<file path="config.mk">
export PLATFORM = sky130hd
export DESIGN_NAME = serial_adder_flat
export DESIGN_NICKNAME = d
export VERILOG_FILES = /design/src/rtl/serial_adder_if.sv /design/src/rtl/serial_adder.sv /design/src/flat_wrapper.sv
export SDC_FILE = /design/constraint.sdc
export NUM_CORES = 1
export LEC_CHECK = 0
export CAP_MARGIN = 20
export CELL_PAD_IN_SITES_DETAIL_PLACEMENT = 1
export CELL_PAD_IN_SITES_GLOBAL_PLACEMENT = 1
export CORE_ASPECT_RATIO = 0.7
export CORE_MARGIN = 3
export CORE_UTILIZATION = 41
export DETAILED_ROUTE_END_ITERATION = 6
export HOLD_SLACK_MARGIN = 0.02
export PLACE_DENSITY_LB_ADDON = 0.1
export SYNTH_ARGS = -nofsm -noshare
export SYNTH_HDL_FRONTEND = slang
export SYNTH_SLANG_ARGS = --single-unit
export TNS_END_PERCENT = 30
</file>
<file path="constraint.sdc">
create_clock -name clk -period 1.6 [get_ports clk]
set_input_delay 0.24 -clock clk [delete_from_list [all_inputs] [get_ports clk]]
set_output_delay 0.24 -clock clk [all_outputs]
set_load 0.03 [all_outputs]
</file>
<file path="src/rtl/serial_adder_if.sv">
// Start/done handshake bundle for the bit-serial adder.
// master drives operands and done_ready; slave returns result and status.
interface serial_adder_if #(
  parameter int WIDTH = 8
);
  logic             start_valid;
  logic             start_ready;
  logic [WIDTH-1:0] a_in;
  logic [WIDTH-1:0] b_in;
  logic             cin;
  logic [WIDTH-1:0] sum_out;
  logic             cout;
  logic             done_valid;
  logic             done_ready;
  logic             busy;

  modport master (
    output start_valid, a_in, b_in, cin, done_ready,
    input  start_ready, sum_out, cout, done_valid, busy
  );

  modport slave (
    input  start_valid, a_in, b_in, cin, done_ready,
    output start_ready, sum_out, cout, done_valid, busy
  );
endinterface

</file>
<file path="src/rtl/serial_adder.sv">
// Bit-serial adder: one full-adder cell, LSB first, WIDTH cycles per add.
// Ports: clk, rst_n (async active-low), bus (serial_adder_if.slave).
module fa (
  input  logic a,
  input  logic b,
  input  logic ci,
  output logic s,
  output logic co
);
  assign s  = a ^ b ^ ci;
  assign co = (a & b) | (ci & (a ^ b));
endmodule

module serial_adder #(
  parameter int WIDTH = 8
) (
  input  logic           clk,
  input  logic           rst_n,
  serial_adder_if.slave  bus
);
  localparam int CW = $clog2(WIDTH);

  typedef enum logic [1:0] {
    IDLE,
    RUN,
    DONE
  } state_t;

  state_t           state;
  state_t           state_nx;
  logic [WIDTH-1:0] a_sh;
  logic [WIDTH-1:0] b_sh;
  logic [WIDTH-1:0] r_sh;
  logic             carry;
  logic [CW-1:0]    cnt;
  logic [WIDTH-1:0] sum_q;
  logic             cout_q;
  logic             fs;
  logic             fc;
  logic             accept;
  logic             run;
  logic             last;

  assign accept = bus.start_valid && (state == IDLE);
  assign run    = (state == RUN);
  assign last   = (cnt == CW'(WIDTH - 1));

  fa u_fa (
    .a  (a_sh[0]),
    .b  (b_sh[0]),
    .ci (carry),
    .s  (fs),
    .co (fc)
  );

  always_ff @(posedge clk or negedge rst_n) begin
    if (!rst_n) state <= IDLE;
    else        state <= state_nx;
  end

  always_comb begin
    state_nx = state;
    unique case (state)
      IDLE:    if (bus.start_valid) state_nx = RUN;
      RUN:     if (last)            state_nx = DONE;
      DONE:    if (bus.done_ready)  state_nx = IDLE;
      default:                      state_nx = IDLE;
    endcase
  end

  always_ff @(posedge clk or negedge rst_n) begin
    if (!rst_n) begin
      a_sh   <= '0;
      b_sh   <= '0;
      r_sh   <= '0;
      carry  <= 1'b0;
      cnt    <= '0;
      sum_q  <= '0;
      cout_q <= 1'b0;
    end else begin
      unique case (1'b1)
        accept: begin
          a_sh  <= bus.a_in;
          b_sh  <= bus.b_in;
          carry <= bus.cin;
          cnt   <= '0;
        end
        run: begin
          a_sh  <= a_sh >> 1;
          b_sh  <= b_sh >> 1;
          r_sh  <= {fs, r_sh[WIDTH-1:1]};
          carry <= fc;
          cnt   <= cnt + CW'(1);
          // final bit: publish the assembled word and last carry
          if (last) begin
            sum_q  <= {fs, r_sh[WIDTH-1:1]};
            cout_q <= fc;
          end
        end
        default: ;
      endcase
    end
  end

  assign bus.start_ready = (state == IDLE);
  assign bus.busy        = (state != IDLE);
  assign bus.done_valid  = (state == DONE);
  assign bus.sum_out     = sum_q;
  assign bus.cout        = cout_q;
endmodule

</file>
<file path="src/flat_wrapper.sv">
// flat-port wrapper written by rule: the top's interface ports become plain ports
module serial_adder_flat 
#(
  parameter int WIDTH = 8
)
  (clk, rst_n, bus_start_valid, bus_a_in, bus_b_in, bus_cin, bus_done_ready, bus_start_ready, bus_sum_out, bus_cout, bus_done_valid, bus_busy);
  serial_adder_if #(.WIDTH(WIDTH)) bus_i ();
  input  logic clk;
  input  logic rst_n;
  input wire logic [$bits(bus_i.start_valid)-1:0] bus_start_valid;
  input wire logic [$bits(bus_i.a_in)-1:0] bus_a_in;
  input wire logic [$bits(bus_i.b_in)-1:0] bus_b_in;
  input wire logic [$bits(bus_i.cin)-1:0] bus_cin;
  input wire logic [$bits(bus_i.done_ready)-1:0] bus_done_ready;
  output wire logic [$bits(bus_i.start_ready)-1:0] bus_start_ready;
  output wire logic [$bits(bus_i.sum_out)-1:0] bus_sum_out;
  output wire logic [$bits(bus_i.cout)-1:0] bus_cout;
  output wire logic [$bits(bus_i.done_valid)-1:0] bus_done_valid;
  output wire logic [$bits(bus_i.busy)-1:0] bus_busy;
  assign bus_i.start_valid = bus_start_valid;
  assign bus_i.a_in = bus_a_in;
  assign bus_i.b_in = bus_b_in;
  assign bus_i.cin = bus_cin;
  assign bus_i.done_ready = bus_done_ready;
  assign bus_start_ready = bus_i.start_ready;
  assign bus_sum_out = bus_i.sum_out;
  assign bus_cout = bus_i.cout;
  assign bus_done_valid = bus_i.done_valid;
  assign bus_busy = bus_i.busy;
  serial_adder #(.WIDTH(WIDTH)) u_core (.clk(clk), .rst_n(rst_n), .bus(bus_i));
endmodule
</file>
# Word-level counts from Yosys, hierarchy flattened
# Cells that the tools add are included.
# op_classes
reduce_logical	6
add_sub_neg	1
bitwise	5
n_eq_ne	6
muxes	8
# ops
op	count
$pmux W8 S2	2
$mux W2	3
$ne A2 B2 Y1 const B	3
$pmux W2 S3	1
$pmux W3 S2	1
$reduce_bool A2 Y1	2
$add A3 B1 Y3 const B	1
$eq A3 B3 Y1 const B	1
$reduce_and A3 Y1	1
$and A1 B1 Y1	2
$eq A2 B1 Y1 const B	1
$eq A2 B2 Y1 const B	1
$logic_not A2 Y1	1
$pmux W1 S2	1
$reduce_and A2 Y1	1
$xor A1 B1 Y1	2
$logic_and A1 B1 Y1	1
$or A1 B1 Y1	1
# totals
output_inout_bits	12
ff_bits	39

# Longest topological paths before layout
# Gate-level depths: netlist of run 1.
# depth
word_depth	4
ltp_mapped	5
mapped_depth_nobuf	4

# Hierarchy
# A second synthesis of run 1 with hierarchy kept.
# hier_totals
cells_unflattened	138
hier_area_um2	1702.9
# by_module_without_submodules
mod	cells_each	area_each_um2	seq_area_each_um2	n_inst
serial_adder	137	1682.9	950.9	1
fa	1	20.0	0.0	1

# Least setup slack after synthesis of run 1
# OpenSTA, ideal clock, no wires.
# synth_timing
kind	reg-to-reg
start	register u_core.cnt[0]
end	register u_core.cout_q (netlist: u_core.bus.cout)
path_slack_ps	168
stages_incl_launch_ff	6
t_arrival_ps	1307
setup_time_ps	125
n_path_buf	1
t_required_ps	1475
synth_period_minus_slack_ps	1432
cell_sequence	dfrtp_1 ha_1 ha_1 nand3b_1 buf_4 mux2_4
# synth_via
elab_chain_cells	2
# synth_rtl
item	line_no	text
start: declaration	serial_adder.sv:35	logic [CW-1:0] cnt;
start signal: assignment	serial_adder.sv:93	cnt <= cnt + CW'(1);
$eq A3 B3 Y1	serial_adder.sv:46	assign last = (cnt == CW'(WIDTH - 1));
$reduce_and A2 Y1 (no source line)	-	
end signal: assignment	serial_adder.sv:79	cout_q <= 1'b0;
end signal: assignment	serial_adder.sv:97	cout_q <= fc;
end: declaration	serial_adder.sv:37	logic cout_q;
# No other way between the ends.
# A chain may end at the register's enable or synchronous reset.

# Worst setup path after layout of run 1
# layout_timing
start	register u_core.sum_q[3] (netlist: u_core.bus.sum_out[3])
end	output bus_sum_out[3]
# layout_lines
item	line_no	text
start: declaration	serial_adder.sv:36	logic [WIDTH-1:0] sum_q;
start signal: assignment	serial_adder.sv:96	sum_q <= {fs, r_sh[WIDTH-1:1]};
end: declaration	flat_wrapper.sv:16	output wire logic [$bits(bus_i.sum_out)-1:0] bus_sum_out;
# No word-level cell between the ends.

==> results of run 1 <==
Yosys cell counts:
| cell | count | area, um^2 |
|---|---|---|
| buf_6 | 2 | 22.5 |
| nor2b_1 | 1 | 6.26 |
| o31ai_1 | 1 | 7.51 |
| nor2b_4 | 1 | 13.8 |
| a21oi_1 | 1 | 5.00 |
| dfrtp_1 | 38 | 951 |
| or3b_2 | 1 | 8.76 |
| nand3b_1 | 1 | 7.51 |
| mux2_2 | 8 | 90.1 |
| a211oi_1 | 8 | 60.1 |
| clkbuf_1 | 4 | 15.0 |
| inv_1 | 19 | 71.3 |
| mux2_4 | 9 | 135 |
| buf_2 | 4 | 20.0 |
| or2_2 | 1 | 6.26 |
| a22o_1 | 2 | 17.5 |
| nor2_1 | 8 | 30.0 |
| o21bai_1 | 1 | 7.51 |
| a32o_1 | 1 | 10.0 |
| ha_1 | 2 | 25.0 |
| buf_4 | 2 | 15.0 |
| nand2_1 | 1 | 3.75 |
| o221ai_1 | 1 | 8.76 |
| nor4b_1 | 8 | 70.1 |
| fa_1 | 1 | 20.0 |
| a222oi_1 | 7 | 70.1 |
| nor3b_1 | 8 | 60.1 |
routing by layer:
metal | GRT usage (%) | part of all wire, % | vias to the layer above | routed length (um)
met5 | 0 | 0 | - | 0
met4 | 7.11 | 1.0 | 0 | 42
met3 | 4.88 | 5.2 | 4 | 208
met2 | 27.8 | 45 | 30 | 1810
met1 | 23.4 | 49 | 628 | 1950
li1 | - | - | 575 | -
path summary, 6_finish.rpt:
path	from	endpoint	slack, ns	cells past startpoint
max in group asynchronous	rst_n	u_core.state[1]	0.68	3
max reg2reg	u_core.cnt[0]	u_core.bus.sum_out[3]	0.11	5
min reg2reg	u_core.a_sh[7]	u_core.a_sh[7]	0.51	1
min	rst_n	u_core.a_sh[5]	0.44	2
min in group clk	u_core.a_sh[7]	u_core.a_sh[7]	0.51	1
max	u_core.bus.sum_out[3]	bus_sum_out[3]	0.04	1
power by group:
group          total (uW)  internal (uW)  leakage (uW)  switching [uW]
logic                2090           1090      0.000568             998
registers            1720           1430      0.000448             286
clock network         677            348     0.0000482             329
registers in the layout, summed over array words and instances (netlist names):
| name | cells |
|---|---|
| u_core.a_sh | 8 |
| u_core.r_sh | 7 |
| u_core.bus.cout | 1 |
| u_core.bus.sum_out | 8 |
| u_core.carry | 1 |
| u_core.b_sh | 8 |
| u_core.cnt | 3 |
| u_core.state | 2 |
kinds of logic (layout without fill, tap and decap cells):
group           after synthesis  after routing  share of synthesized area, %
compound gates               22             22                          10.6
fa+ha+maj                     3              3                          2.56
buf+inv                      31             69                          8.18
flops                        38             38                          54.1
mux                          17             17                          12.8
simple gates                 30             30                          11.7
placed cells by master, fill, tap and decap left out:
master	synthesis	routed
a32o_1	1	1
o221ai_1	1	1
nor2_1	8	8
clkbuf_8	0	6
mux2_4	9	9
clkinv_2	0	1
or3b_2	1	1
o31ai_1	1	1
clkdlybuf4s50_1	0	24
ha_1	2	2
buf_12	0	3
inv_2	0	1
buf_6	2	1
nor3b_1	8	8
o21bai_1	1	1
nand2_1	1	1
nor2b_1	1	1
dfrtp_2	0	1
dfrtp_1	38	37
a211oi_1	8	8
mux2_2	8	8
nand3b_1	1	1
nor4b_1	8	8
a22o_1	2	2
clkbuf_1	4	1
a21oi_1	1	1
a222oi_1	7	7
buf_4	2	8
inv_1	19	18
dlymetal6s2s_1	0	4
or2_4	0	1
fa_1	1	1
nor2b_4	1	1
buf_2	4	1
dlygate4sd3_1	0	1
area by class of cell:
class | instances | area (um^2)
Sequential cell | 38 | 952
Clock buffer | 7 | 86.3
Timing Repair Buffer | 42 | 437
Tap cell | 52 | 65.1
Fill cell | 418 | 1740
Clock inverter | 1 | 5.00
Inverter | 19 | 71.3
Multi-Input combinational cell | 72 | 666
timing repair:
action                                 4_1_cts  5_1_grt
resized for setup                            3        8
cloned                                       0        0
endpoints found under the hold margin       18        0
setup buffers                                1        0
setup endpoints to repair                    2        6
hold buffers                                 1        0
through the flow:
| stage | cells | hold slack, ns | power [uW] | utilization [%] |
|---|---|---|---|---|
| 6_report | 231 | 0.437 | 4480 | 56.8 |
| 5_1_grt | 231 | 0.465 | 4810 | 56.8 |
| 4_1_cts | 231 | 0.443 | 4530 | 56.3 |
| 3_5_place_dp | 221 | 0.227 | 3790 | 53.3 |
| 3_3_place_gp | 221 | 0.216 | 3670 | 53.3 |
| 2_1_floorplan | 141 | -0.0556 | 3140 | - |
==> run metrics, run 1 <==
status complete, no violations; # IOs 33; clk buf depth 2; drt wl/cell 17.4 um; Via density 5.35; Final ANT Viol Nets 0; drc violations 0; 1st-iter DRT viols 34; core area 4020 um^2; pwr/cell area 1960 nW/um^2; CTS tree yes; setup total negative slack 0 ns; worst-margin pin slew 0.640 ns; critical path endpoint category output pin; Tot GR Track Use 17.6%; Syn. warnings 0; Cell Area, Placed 2140 um^2; dpl ws -0.0724 ns; clk_lat worst skew 0.29 ns; Final Hold Violating Endpoints 0; max cap viols 0; vias in the first global route 1313; Max stage delay on crit path 0.68 ns; initial antenna violation count 0; Final setup viols 0; Die ar. 5120 um^2; Seq/Total Area, Yosys 54.1%; final setup skew 0.00880 ns; Initial DRT Pass Iterations 4; drt total wl 4010 um; Final WS setup 0.0409 ns; row cnt 19; Worst Hold Class in2async; GRT Residual Overflow 0; via count 1237; worst-path cell chain clkdlybuf4s50_1; Post-DP HPWL 2860 um; Synth Cell Area 1760 um^2; slowest stage cell, crit path clkdlybuf4s50_1; n_diodes 0; # port buffers 32; crit path max fanout 2; Pleak 0.00106 uW; RSZ-0062 raised after global routing true; H-tree levels 2; Layout Nets 202; Final Max Tran Viols 0; Synth Instances 141; Syn Nets 165; Crit path buffers/inverters 1; global-route wire length before repair 6810 um; post-layout instance area 2280 um^2; Clock Sinks 38; Root Buffer clkbuf_8; CTS Buf Count 5; Crit Path Category reg2out; Crit path max-delay family buffers and inverters; Die W 84.3 um; Reg clk slew, reported paths 0.08 ns; largest net degree at the start of global routing 25; Critical Path Start Type flip-flop; CP arrival 1.32 ns; Area Overhead vs Synth 29.8%; Initial Util 43.8%; layout cells sized above 1 23.5%; Worst slew margin 57.3%; peak supply drop 1110 uV; Final Critical Period 1.56 ns; Die Ht 60.8 um; final period utilization 97.4%; Worst EP required 1.36 ns; GPL Wtd Cong 0.710; Synth Area per Inst 12.5 um^2; Fmax 641 MHz; Synth cell types 27; Yosys reg bits 38
Note: power is estimated with default switching activity, not from simulation.
==> run 2: changes to the inputs <==
==> constraint.sdc (replaced) <==
create_clock -name clk -period 1.6 [get_ports clk]
set_input_delay 0.24 -clock clk [delete_from_list [all_inputs] [get_ports clk]]
set_output_delay 0.24 -clock clk [all_outputs]
set_load 0.005 [all_outputs]
==> run 2 against run 1 <==
Global-route usage down 0.58 points. Cell area down 1.2%. Register-to-register slack worse by 0.03 ns. Critical path type unchanged. Final cell count up 0.87%. Setup slack better by 0.038 ns. First-iteration DRC count up 76%.
==> run metrics, run 2 (same netlist as run 1, synthesis figures left out) <==
status complete, no violations; hold worst-path end u_core.a_sh[7]; worst-margin pin slew 0.476 ns (-0.164 ns); Worst EP required 1.36 ns (about the same); CTS tree yes; initial antenna violation count 0 (unchanged); Reg2Reg Depth 5 (unchanged); Worst slew margin 68.3% (+11 points); Post-DP HPWL 2830 um (-0.88%); drt total wl 3950 um (-1.4%); row cnt 19 (unchanged); H-tree levels 2 (unchanged); number of fill cells 400 (-4.3%); Tot GR Track Use 17.0% (-0.58 points); Final ANT Viol Nets 0 (unchanged); Die Ht 60.8 um (unchanged); CP arrival 1.28 ns (-0.04 ns); Sw Ratio 32.2% (-3.8 points); 1st-iter DRT viols 60 (+76%); Clock Sinks 38 (unchanged); Setup Fix Bufs, Post-CTS 0 (-1); Reg clk slew, reported paths 0.07 ns (about the same); Crit Path Category reg2out; Pleak 0.00103 uW (-3.2%); Crit path buffers/inverters 3 (+2); Final setup viols 0 (unchanged); Max stage delay on crit path 0.41 ns (-0.27 ns); area of the multi-input gates 668 um^2 (+0.38%); Min-Delay Startpoint u_core.a_sh[7]; final setup skew 0.00452 ns (-0.00428 ns); Root Buffer clkbuf_8; hold path depth 1; GPL Wtd Cong 0.697 (-1.9%); n_diodes 0 (unchanged); max cap viols 0 (unchanged); pwr/cell area 1870 nW/um^2 (-4.8%); Final Critical Period 1.52 ns (-0.0380 ns); Initial DRT Pass Iterations 5 (+1); Clock power frac 15.8% (+0.7 points); vias in the first global route 1331 (+1.4%); via count 1221 (-1.3%); CTS Buf Count 5 (unchanged); global-route wire length before repair 6640 um (-2.4%); most frequent cells in the layout 38 x dfrtp_1, 28 x clkdlybuf4s50_1, 19 x inv_1; Via density 5.24 (-2.1%); layout cells sized above 1 22.1% (-1.4 points); clk_lat worst skew 0.28 ns (about the same); Layout Nets 204 (+0.99%); most common cell after layout, fill and taps aside dfrtp_1; RSZ-0062 raised after global routing false; final period utilization 95.1% (-2.4 points); dpl ws -0.126 ns (-0.0534 ns); core area 4020 um^2 (unchanged); Final WS setup 0.0789 ns (+0.0380 ns); # IOs 33 (unchanged); Worst Hold Class reg2reg; Initial Util 43.8% (unchanged); Area Overhead vs Synth 28.3%; setup total negative slack 0 ns (unchanged); drt wl/cell 17.0 um (-2.3%); sequential cell area 951 um^2 (-0.13%); crit path max fanout 5 (+3); drc violations 0 (unchanged); switching pwr 1360 uW (-16%); Final Hold Violating Endpoints 0 (unchanged); largest net degree at the start of global routing 39 (+56%); Worst R2R Start u_core.cnt[0]; Logic pwr share 43.8% (-2.8 points); Fmax 657 MHz (+2.5%); Flop pwr share 40.4% (+2.1 points); R2R Setup Slk 0.08 ns (-0.03 ns); slowest stage cell, crit path dfrtp_1; Final Max Tran Viols 0 (unchanged); # port buffers 32 (unchanged); worst-path cell chain buf_6 > inv_1 > nor2_1 > dlygate4sd2_1; Die ar. 5120 um^2 (unchanged); reg2reg end u_core.bus.cout; GRT Residual Overflow 0 (unchanged); Internal Pwr Total 2860 uW (-0.41%); clk buf depth 2 (unchanged); critical path endpoint category output pin; Die W 84.3 um (unchanged); peak supply drop 1050 uV (-4.7%); Critical Path Start Type flip-flop; Crit path max-delay family buffers and inverters
[run 2: cell count changes in the layout (fill, tap and decap cells not counted), sizes merged]
cell and delta:
dlymetal6s2s -4, dlygate4sd2 +3, buf -1, clkdlybuf4s50 +4
[run 2: layout make-up]
| class | instances | share of cell area (%) |
|---|---|---|
| repair buffers | 44 | 18.1 |
| flip-flops and latches | 38 | 42.2 |
| multi-input cells | 72 | 29.6 |
| clock buffers | 7 | 3.83 |
| well taps | 52 | 2.89 |
| clock inverters | 1 | 0.222 |
| inverters | 19 | 3.16 |
[run 2: through the flow]
step                power (uW)  instances  hold slack, ns  area (um^2)  utilization (%)
finish                    4210        233           0.503         2250             56.1
global route              4550        233           0.508         2250             56.1
CTS                       4270        233           0.503         2250             56.1
detailed placement        3560        224           0.320         2150             53.5
global placement          3440        224           0.314         2150             53.5
floorplan                 2880        141         -0.0556         1760                -
[run 2: worst max path at each step]
stage,endpoint,cells past startpoint,startpoint
final,bus_done_valid,4,u_core.state[1]
after floorplan,u_core.bus.cout,5,u_core.cnt[0]
after CTS,u_core.b_sh[4],3,u_core.state[0]
after detailed placement,u_core.b_sh[6],3,bus_start_valid
after global placement,u_core.a_sh[0],3,bus_start_valid
after global routing,u_core.bus.sum_out[1],5,u_core.cnt[0]
[run 2: routing by layer]
layer	up-vias	part of all wire, %	global-route usage, %
li1	579	-	-
met1	606	49	23.3
met2	30	44	25.6
met3	6	5.7	5.83
met4	0	1.2	5.73
met5	-	0	0
[run 2: timing repair]
| item | CTS | global route |
|---|---|---|
| endpoints found under the hold margin | 21 | 0 |
| endpoints found under the setup margin | 3 | 5 |
| pin swaps | 1 | 0 |
| hold buffers | 1 | 0 |
| gates resized for setup | 5 | 1 |
[run 2: power groups by stage]
stage,Clock (uW),Combinational [uW],Sequential (uW)
finish,664,1850,1700
global route,752,2040,1760
CTS,682,1870,1710
detailed placement,0,1840,1720
global placement,0,1760,1680
floorplan,0,1230,1650
==> run 3: changes to the inputs <==
--- a/config.mk
+++ b/config.mk
@@ -10,7 +10,7 @@
 export CELL_PAD_IN_SITES_GLOBAL_PLACEMENT = 1
 export CORE_ASPECT_RATIO = 0.7
 export CORE_MARGIN = 3
-export CORE_UTILIZATION = 41
+export CORE_UTILIZATION = 30
 export DETAILED_ROUTE_END_ITERATION = 6
 export HOLD_SLACK_MARGIN = 0.02
 export PLACE_DENSITY_LB_ADDON = 0.1
==> run 3 against run 2 <==
Die area increased by 33%. First-iteration DRC count decreased by 12%. Critical path type is now reg2reg. Flip-flop and latch count unchanged. Clock power decreased by 5.0%. Final cell count increased by 8.2%. Sequential power about the same. Clock-buffer cell count decreased by 1. Clock skew increased by 0.00074 ns. Non-clock buffer count increased by 1. Register-to-register slack got worse by 0.05 ns.
==> run metrics, run 3 (same netlist as run 1, synthesis figures left out) <==
Die W 97.5 um (+16%); Cell Area, Placed 2180 um^2 (+1.6%); number of fill cells 600 (+50%); Clock Sinks 38 (unchanged); overall power 4290 uW (+1.7%); 1st-iter DRT viols 53 (-12%); sequential cell area 951 um^2 (unchanged); peak supply drop 598 uV (-43%); worst-path cell chain ha_2 > ha_4 > nand3b_1 > clkbuf_16 > mux2_4; H-tree levels 2 (unchanged); Fmax 636 MHz (-3.3%); worst-margin pin slew 0.582 ns (+0.106 ns); met3 wire length 182 um (-20%); initial antenna violation count 0 (unchanged); n_diodes 0 (unchanged); drc violations 0 (unchanged); via count 1217 (-0.33%); row cnt 22 (+3); Final ANT Viol Nets 0 (unchanged); drt total wl 4020 um (+1.6%); Top Layer Used met4; Root Buffer clkbuf_8; WHS 0.505 ns (+0.00225 ns); CP arrival 1.74 ns (+0.46 ns); met1 wire length 2110 um (+7.7%); max cap viols 0 (unchanged); largest net degree at the start of global routing 39 (unchanged); Final Hold Violating Endpoints 0 (unchanged); GRT Residual Overflow 0 (unchanged); clk buf depth 2 (unchanged); final cell count without fillers 252 (+8.2%); slowest stage cell, crit path dfrtp_1; core area 5450 um^2 (+36%); detailed route wirelength on metal2 1700 um (-1.2%); Via density 4.83 (-7.8%); CTS tree yes; Crit path buffers/inverters 1 (-2); Worst EP required 1.77 ns (+0.41 ns); global-route wire length before repair 6890 um (+3.7%); Area Overhead vs Synth 32.7%; Die ar. 6830 um^2 (+33%); post-layout instance area 2330 um^2 (+3.5%); Final setup viols 0 (unchanged); status complete, no violations; Post-DP HPWL 2860 um (+1.1%); area of the multi-input gates 681 um^2 (+1.9%); Reg clk slew, reported paths 0.07 ns (about the same); Cells after DPL 242 (+8.0%); Layout Nets 205 (+0.49%); drt wl/cell 15.9 um (-6.0%); Initial DRT Pass Iterations 5 (unchanged); clk_lat worst skew 0.28 ns (about the same); Crit path max-delay family flip-flops; vias in the first global route 1337 (+0.45%); layout cells sized above 1 22.8% (+0.68 points); Critical Path Start Type flip-flop; Pleak 0.00105 uW (+1.4%); final period utilization 98.3% (+3.3 points); Final Max Tran Viols 0 (unchanged); Worst Hold Class reg2reg; CTS Buf Count 5 (unchanged); most common cell after layout, fill and taps aside dfrtp_1; # IOs 33 (unchanged); most frequent cells in the layout 38 x dfrtp_1, 28 x clkdlybuf4s50_1, 19 x inv_1; Max stage delay on crit path 0.40 ns (about the same); RSZ-0062 raised after global routing true; crit path max fanout 5 (unchanged); setup total negative slack 0 ns (unchanged); critical path endpoint category flip-flop; Crit Path Category reg2reg; final setup skew 0.00526 ns (+0.000737 ns); # port buffers 32 (unchanged); Tot GR Track Use 12.6% (-4.4 points); Worst slew margin 61.1% (-7.1 points); Initial Util 32.3% (-12 points); Final Critical Period 1.57 ns (+0.0522 ns); GPL Wtd Cong 0.712 (+2.2%); Die Ht 70.0 um (+15%); pwr/cell area 1840 nW/um^2 (-1.7%)
-- run 3: cell types whose count changed in the layout (fill, tap and decap cells not counted) --
cell,before,now
buf_12,0,2
buf_4,10,8
clkbuf_1,1,0
clkbuf_16,0,1
clkinv_2,1,0
ha_1,2,0
ha_2,0,1
ha_4,0,1
nor2b_1,0,1
nor2b_2,1,0
-- run 3: worst reg2reg max path, cell delays in order, from the launching register on --
cell and delay [ns]:
dfrtp_1 0.40, ha_2 0.21, ha_4 0.16, nand3b_1 0.20, clkbuf_16 0.20, mux2_4 0.29
-- run 3: path summary, 6_finish.rpt --
kind / depth (start not counted) / from / slack, ns / end
worst max-delay path: 5 / u_core.cnt[1] / 0.03 / u_core.bus.sum_out[3]
worst min-delay path: 1 / u_core.a_sh[7] / 0.51 / u_core.a_sh[7]
worst max register to register: 5 / u_core.cnt[1] / 0.03 / u_core.bus.sum_out[3]
worst min register to register: 1 / u_core.a_sh[7] / 0.51 / u_core.a_sh[7]
max in group asynchronous: 3 / rst_n / 0.71 / u_core.cnt[1]
min in group asynchronous: 3 / rst_n / 0.53 / u_core.b_sh[3]
-- run 3: metrics by stage --
| step | worst slack, ns | util [%] |
|---|---|---|
| after floorplan | 0.168 | - |
| after global placement | 0.0578 | 40.1 |
| after detailed placement | -0.0545 | 40.1 |
| after CTS | 0.0750 | 41.8 |
| after global routing | -0.0110 | 42.8 |
| final | 0.0267 | 42.8 |
-- run 3: cell type report --
cell class	instances	area share, %
clock buffers	6	3.54
inverters	19	3.06
multi-input cells	72	29.2
flip-flops and latches	38	40.8
well taps	72	3.86
repair buffers	45	19.6
-- run 3: what timing repair did --
action                                  CTS  global route
hold endpoints to repair                 24             0
pin swaps                                 1             1
resized for setup                         5             3
hold buffers                              1             0
endpoints found under the setup margin    3             1
buffers inserted                          0             2
gates cloned                              0             1
-- run 3: where the power goes --
group	internal [uW]	total (uW)	switching [uW]	leakage, uW
clock	332	631	299	0.0000431
sequential	1430	1700	274	0.000450
combinational	1160	1950	791	0.000552
total	2920	4290	1360	0.00105
-- run 3: layer usage --
metal / global-route usage [%] / vias to the layer above
met1: 19.2 / 604
met2: 17.0 / 31
met3: 3.29 / 4
met4: 4.61 / 0
met5: 0 / -
li1: - / 578
==> RTL change 1: new RTL, flow settings as in run 3 <==
`WIDTH` is set to 8 in 3 places; all go to 4.
--- a/src/rtl/serial_adder_if.sv
+++ b/src/rtl/serial_adder_if.sv
@@ -1,7 +1,7 @@
 // Start/done handshake bundle for the bit-serial adder.
 // master drives operands and done_ready; slave returns result and status.
 interface serial_adder_if #(
-  parameter int WIDTH = 8
+  parameter int WIDTH = 4
 );
   logic             start_valid;
   logic             start_ready;
--- a/src/rtl/serial_adder.sv
+++ b/src/rtl/serial_adder.sv
@@ -12,7 +12,7 @@
 endmodule
 
 module serial_adder #(
-  parameter int WIDTH = 8
+  parameter int WIDTH = 4
 ) (
   input  logic           clk,
   input  logic           rst_n,
--- a/src/flat_wrapper.sv
+++ b/src/flat_wrapper.sv
@@ -1,7 +1,7 @@
 // flat-port wrapper written by rule: the top's interface ports become plain ports
 module serial_adder_flat 
 #(
-  parameter int WIDTH = 8
+  parameter int WIDTH = 4
 )
   (clk, rst_n, bus_start_valid, bus_a_in, bus_b_in, bus_cin, bus_done_ready, bus_start_ready, bus_sum_out, bus_cout, bus_done_valid, bus_busy);
   serial_adder_if #(.WIDTH(WIDTH)) bus_i ();
Ports: changed (resized bus_a_in, bus_b_in and bus_sum_out); port bits go from 33 to 21. The function was not compared with the original's and may differ.
==> RTL change 1 against run 3 <==
Total power is 41% lower. Setup slack better by 0.039 ns. Critical path depth is 2 lower. Wire length is 48% lower. Clock skew is 0.0020 ns lower. Sequential cell count is 17 lower. Register-to-register slack better by 0.05 ns. First-iteration DRC count is 36% lower. Area after synthesis is 45% lower. Final area is 44% lower. Non-clock buffer count is 14 lower. Clock power is 46% lower. Critical path type is now flop to primary output. Critical endpoint is now bus_busy. Largest cell class unchanged. Highest routed layer unchanged.
==> RTL change 1: results (changes against run 3) <==
- Clock Skew: 0.00327 ns (-0.00198 ns)
- Worst-Skew Late Latency: 0.26 ns (-0.02 ns)
- Placed instance count: 127 (-48%)
- Netlist cell types: 23 (-15%)
- Worst slew margin: 0.799 (+0.188)
- Share of cells above drive strength 1: 0.364 (+0.136)
- Flop-to-flop setup slack: 0.08 ns (+0.05 ns)
- Outcome: completed
- Part of the cycle the worst path needs: 0.959 (-0.0245)
- Via count: 691 (-43%)
- Switch Pwr: 821 uW (-40%)
- Lkg Pwr: 0.585 nW (-44%)
- CTS clk-pin slew, worst paths: 0.08 ns
- Yosys warning total: 0 (unchanged)
- Area contributors post-synth: dfrtp_1 (55%), mux2_2 (8.2%), o221a_2 (8.2%)
- Max Slew Vio Count: 0 (unchanged)
- Net Count, Synth: 84 (-49%)
- First-pass iteration count of the detailed router: 3 (-2)
- GR Overflow Total: 0 (unchanged)
- Wire per inst: 15.6 um (-2.1%)
- Total global-route track usage: 0.126 (-0.000547)
- # port buffers: 20 (-38%)
- CP startpoint kind: flop
- Reg2Reg Launch Point: u_core.state[1]
- IR drop worst, VDD: 743 uV (+24%)
- Syn Area/Cell: 13.9 sq um (+12%)
- Largest net degree at the start of global routing: 22 (-44%)
- Fin Hold WS: 0.313 ns (-0.192 ns)
- Number of flops mapped to enable cells by yosys: 0 (unchanged)
- Initial antenna violation count: 0 (unchanged)
- Diode count: 0 (unchanged)
- Hold Path Class: primary input to async pin
- Most frequent cells after synthesis: dfrtp_1 (21), mux2_2 (7), o221a_2 (7)
- Nets: 115 (-44%)
- Vias/cell: 5.12 (+6.0%)
- DP Worst Slack: -0.0239 ns (+0.0307 ns)
- CTS root buffer: clkbuf_8
- H-tree levels: 1 (-1)
- Worst Path Arrival: 1.29 ns (-0.45 ns)
- Crit-path max FO: 4 (-1)
- Sequential share of the synthesized area: 0.546 (+0.00524)
- Hpwl dp: 1520 um (-47%)
- CTS buffer count: 3 (-2)
- Drt initial violations: 34 (-36%)
- First-pass GRT wire length: 3640 um (-47%)
- # fillers: 317 (-47%)
- RD Place Congestion: 0.682 (-4.3%)
- Max clock buf depth: 2 (unchanged)
- Vias in the first global route: 770 (-42%)
- Async SR Flop Fraction: 1.00 (unchanged)
RTL change 1: timing repair:
| item | in CTS | in global routing |
|---|---|---|
| endpoints found under the setup margin | 3 | 2 |
| buffers inserted | 4 | 0 |
| pin swaps | 0 | 0 |
| gates resized for setup | 4 | 2 |
| hold buffers | 0 | 0 |
| cloned | 0 | 0 |
RTL change 1: final timing paths:
check | depth (start not counted) | end
min | 2 | u_core.a_sh[3]
max in group asynchronous | 2 | u_core.state[0]
max reg2reg | 3 | u_core.b_sh[0]
min reg2reg | 1 | u_core.cnt[0]
min in group clk | 1 | u_core.cnt[0]
max | 3 | bus_busy
RTL change 1: layer usage:
layer,vias up,global-route usage,share of wire
met4,0,0.0271,0.0038
li1,323,-,-
met1,356,0.161,0.48
met2,10,0.201,0.47
met3,2,0.0474,0.045
met5,-,0,0
RTL change 1: critical path, stage by stage, from the launching register on:
cell and delay [ns]:
dfrtp_2 0.45, nor2_4 0.11, inv_1 0.04, clkdlybuf4s50_1 0.44
RTL change 1: area by class of cell:
| cell class | count | area [sq um] | share of cell area |
|---|---|---|---|
| inverters | 4 | 15.0 | 0.0114 |
| flip-flops and latches | 21 | 528 | 0.401 |
| repair buffers | 31 | 284 | 0.216 |
| well taps | 36 | 45.0 | 0.0342 |
| clock buffers | 3 | 41.3 | 0.0314 |
| multi-input cells | 39 | 398 | 0.302 |
| clock inverters | 1 | 5.00 | 0.00380 |
RTL change 1: per-stage QoR:
| stage | power, mW | area (sq um) |
|---|---|---|
| detailed placement | 2.15 | 1230 |
| floorplan | 1.69 | 962 |
| global route | 2.77 | 1320 |
| global placement | 2.10 | 1230 |
| CTS | 2.58 | 1310 |
| finish | 2.55 | 1320 |
RTL change 1: cell families after synthesis:
kind of cell,share of synthesized area
flip-flops,0.546
multiplexers,0.104
buffers and inverters,0.0481
adder cells (fa/ha/maj),0.0338
AND/OR/NAND/NOR,0.138
AO/OA/AOI/OAI,0.130
RTL change 1: power groups by stage:
stage | sequential, mW | combinational, mW | clock (mW)
final | 0.993 | 1.21 | 0.343
after detailed placement | 1.03 | 1.12 | 0
after CTS | 0.989 | 1.23 | 0.359
after floorplan | 0.950 | 0.737 | 0
after global routing | 1.03 | 1.35 | 0.385
after global placement | 1.01 | 1.09 | 0
==> RTL change 2: new RTL, config.mk and constraints of run 3 <==
Made on the original files. Encoding of `state_t`: now one-hot (3 bits for 3 states).
--- a/src/rtl/serial_adder.sv
+++ b/src/rtl/serial_adder.sv
@@ -20,10 +20,10 @@
 );
   localparam int CW = $clog2(WIDTH);
 
-  typedef enum logic [1:0] {
-    IDLE,
-    RUN,
-    DONE
+  typedef enum logic [2:0] {
+    IDLE = 3'b001,
+    RUN  = 3'b010,
+    DONE = 3'b100
   } state_t;
 
   state_t           state;
Check against the original RTL: no difference found for any inputs over 10 cycles, from zero or initial values and one cycle with rst_n low; not proved beyond that.
==> RTL change 2 against run 3 <==
Total power fell by 10%. Synthesized cell count rose by 21%. Final area rose by 1.2%. Largest power group is now registers. Sequential cell count rose by 1. Setup slack got worse by 0.020 ns. Area after synthesis fell by 2.3%. Final cell count rose by 13%. Wire length rose by 2.8%.
==> RTL change 2: results (changes against run 3) <==
- Outcome: completed
- Yosys warning total: 0 (unchanged)
- Diode count: 0 (unchanged)
- Net Count, Synth: 194 (+18%)
- Worst slew margin: 0.691 (+0.0798)
- # port buffers: 32 (unchanged)
- CTS buffer count: 5 (unchanged)
- Vias in the first global route: 1465 (+9.6%)
- Largest net degree at the start of global routing: 33 (-15%)
- Nets: 235 (+15%)
- Share of cells above drive strength 1: 0.203 (-0.0249)
- Post-detailed-routing wire length: 4130 um (+2.8%)
- RD Place Congestion: 0.726 (+2.0%)
- Switch Pwr: 1.36 mW (-0.38%)
- CTS root buffer: clkbuf_8
- CP max stage cell: dfstp_2
- Hold Path Class: primary input to async pin
- Synth Area in Compound Gates: 0.0823 (-0.0237)
- Worst-Skew Late Latency: 0.29 ns
- IR drop worst, VDD: 528 uV (-12%)
- Synth Area in Adders: 0.0262 (+0.000597)
- Crit-path leading delay family: flip-flops
- First-pass iteration count of the detailed router: 4 (-1)
- H-tree levels: 2 (unchanged)
- Post-Synth XOR/XNOR Area: 0 (unchanged)
- Hpwl dp: 2790 um (-2.5%)
- Clock Skew: 0.00537 ns (+0.000109 ns)
- CTS clk-pin slew, worst paths: 0.08 ns
- Slowest stage delay, CP: 0.53 ns (+0.13 ns)
- Netlist cell types: 25 (-7.4%)
- Lkg Pwr: 1.06 nW (+1.3%)
- Finished Layout Cells: 284 (+13%)
- Flop-to-flop setup slack: 0.03 ns
- Drt initial violations: 45 (-15%)
- Post-synthesis mux area share: 0.0706 (-0.0575)
- Placed cell area: 2170 sq um (-0.80%)
- Vias/cell: 4.70 (-2.7%)
- Max clock buf depth: 2 (unchanged)
- # fillers: 608 (+1.3%)
- Placed instance count: 273 (+13%)
- Sequential share of the synthesized area: 0.569 (+0.0279)
- Crit-path max FO: 2 (-3)
- Fin Hold WS: 0.433 ns (-0.0723 ns)
- Area contributors post-synth: dfrtp_1 (55%), nand2_1 (11%), mux2_1 (5.9%)
- Async SR Flop Fraction: 1.00 (unchanged)
- Initial antenna violation count: 0 (unchanged)
- First-pass GRT wire length: 7150 um (+3.7%)
- Most frequent cells after synthesis: nand2_1 (51), dfrtp_1 (38), nor2_1 (20)
- Total global-route track usage: 0.137 (+0.0108)
- Syn Area/Cell: 10.1 sq um (-19%)
## RTL change 2: worst paths after layout
check,from,endpoint,cells after the start
worst min register to register,u_core.r_sh[1],u_core.r_sh[1],2
worst max register to register,u_core.cnt[0],u_core.bus.cout,5
worst max-delay path,u_core.state[0],bus_start_ready,3
min in group clk,u_core.r_sh[1],u_core.r_sh[1],2
max in group asynchronous,rst_n,u_core.b_sh[3],3
worst min-delay path,rst_n,u_core.cnt[1],2
## RTL change 2: power groups by stage
stage	logic, mW	clock network, mW	registers [mW]
after floorplan	0.926	0	1.61
after global placement	1.39	0	1.64
after detailed placement	1.46	0	1.66
after CTS	1.51	0.694	1.65
after global routing	1.76	0.742	1.71
final	1.54	0.664	1.65
## RTL change 2: through the flow
stage	setup slack (ns)	utilization	power, mW
after floorplan	0.110	-	2.53
after global placement	-0.147	0.401	3.03
after detailed placement	-0.180	0.401	3.13
after CTS	-0.0102	0.424	3.85
after global routing	-0.0546	0.438	4.21
final	0.00719	0.438	3.86
## RTL change 2: what timing repair did
action,in CTS,in global routing
gates cloned,1,0
gates resized for setup,19,19
pin swaps,1,1
hold buffers,1,0
setup buffers,0,1
endpoints found under the hold margin,16,0
setup endpoints to repair,12,12
## RTL change 2: routing by layer
metal	global-route usage	routed length (um)	vias to the layer above
met3	0.0401	150	4
met4	0.0373	34	0
met2	0.203	1870	18
li1	-	-	650
met1	0.194	2070	662
met5	0	0	-
## RTL change 2: cell type report
| type | count | area share |
|---|---|---|
| Clock buffer | 6 | 0.0307 |
| Multi-Input combinational cell | 119 | 0.320 |
| Sequential cell | 39 | 0.414 |
| Inverter | 1 | 0.00159 |
| Tap cell | 72 | 0.0381 |
| Timing Repair Buffer | 45 | 0.190 |
| Clock inverter | 2 | 0.00530 |
## RTL change 2: logic make-up after synthesis
group,Yosys count
AOI/OAI and AO/OA,22
adders and majority gates,3
buffers and inverters,12
DFF,39
muxes,11
and+or+nand+nor,83
## RTL change 2: worst register-to-register path, cell delays in order, from the launching register on
cell and delay [ns]:
dfrtp_1 0.39, ha_2 0.20, ha_4 0.13, nor3b_4 0.25, buf_6 0.18, mux2_4 0.30
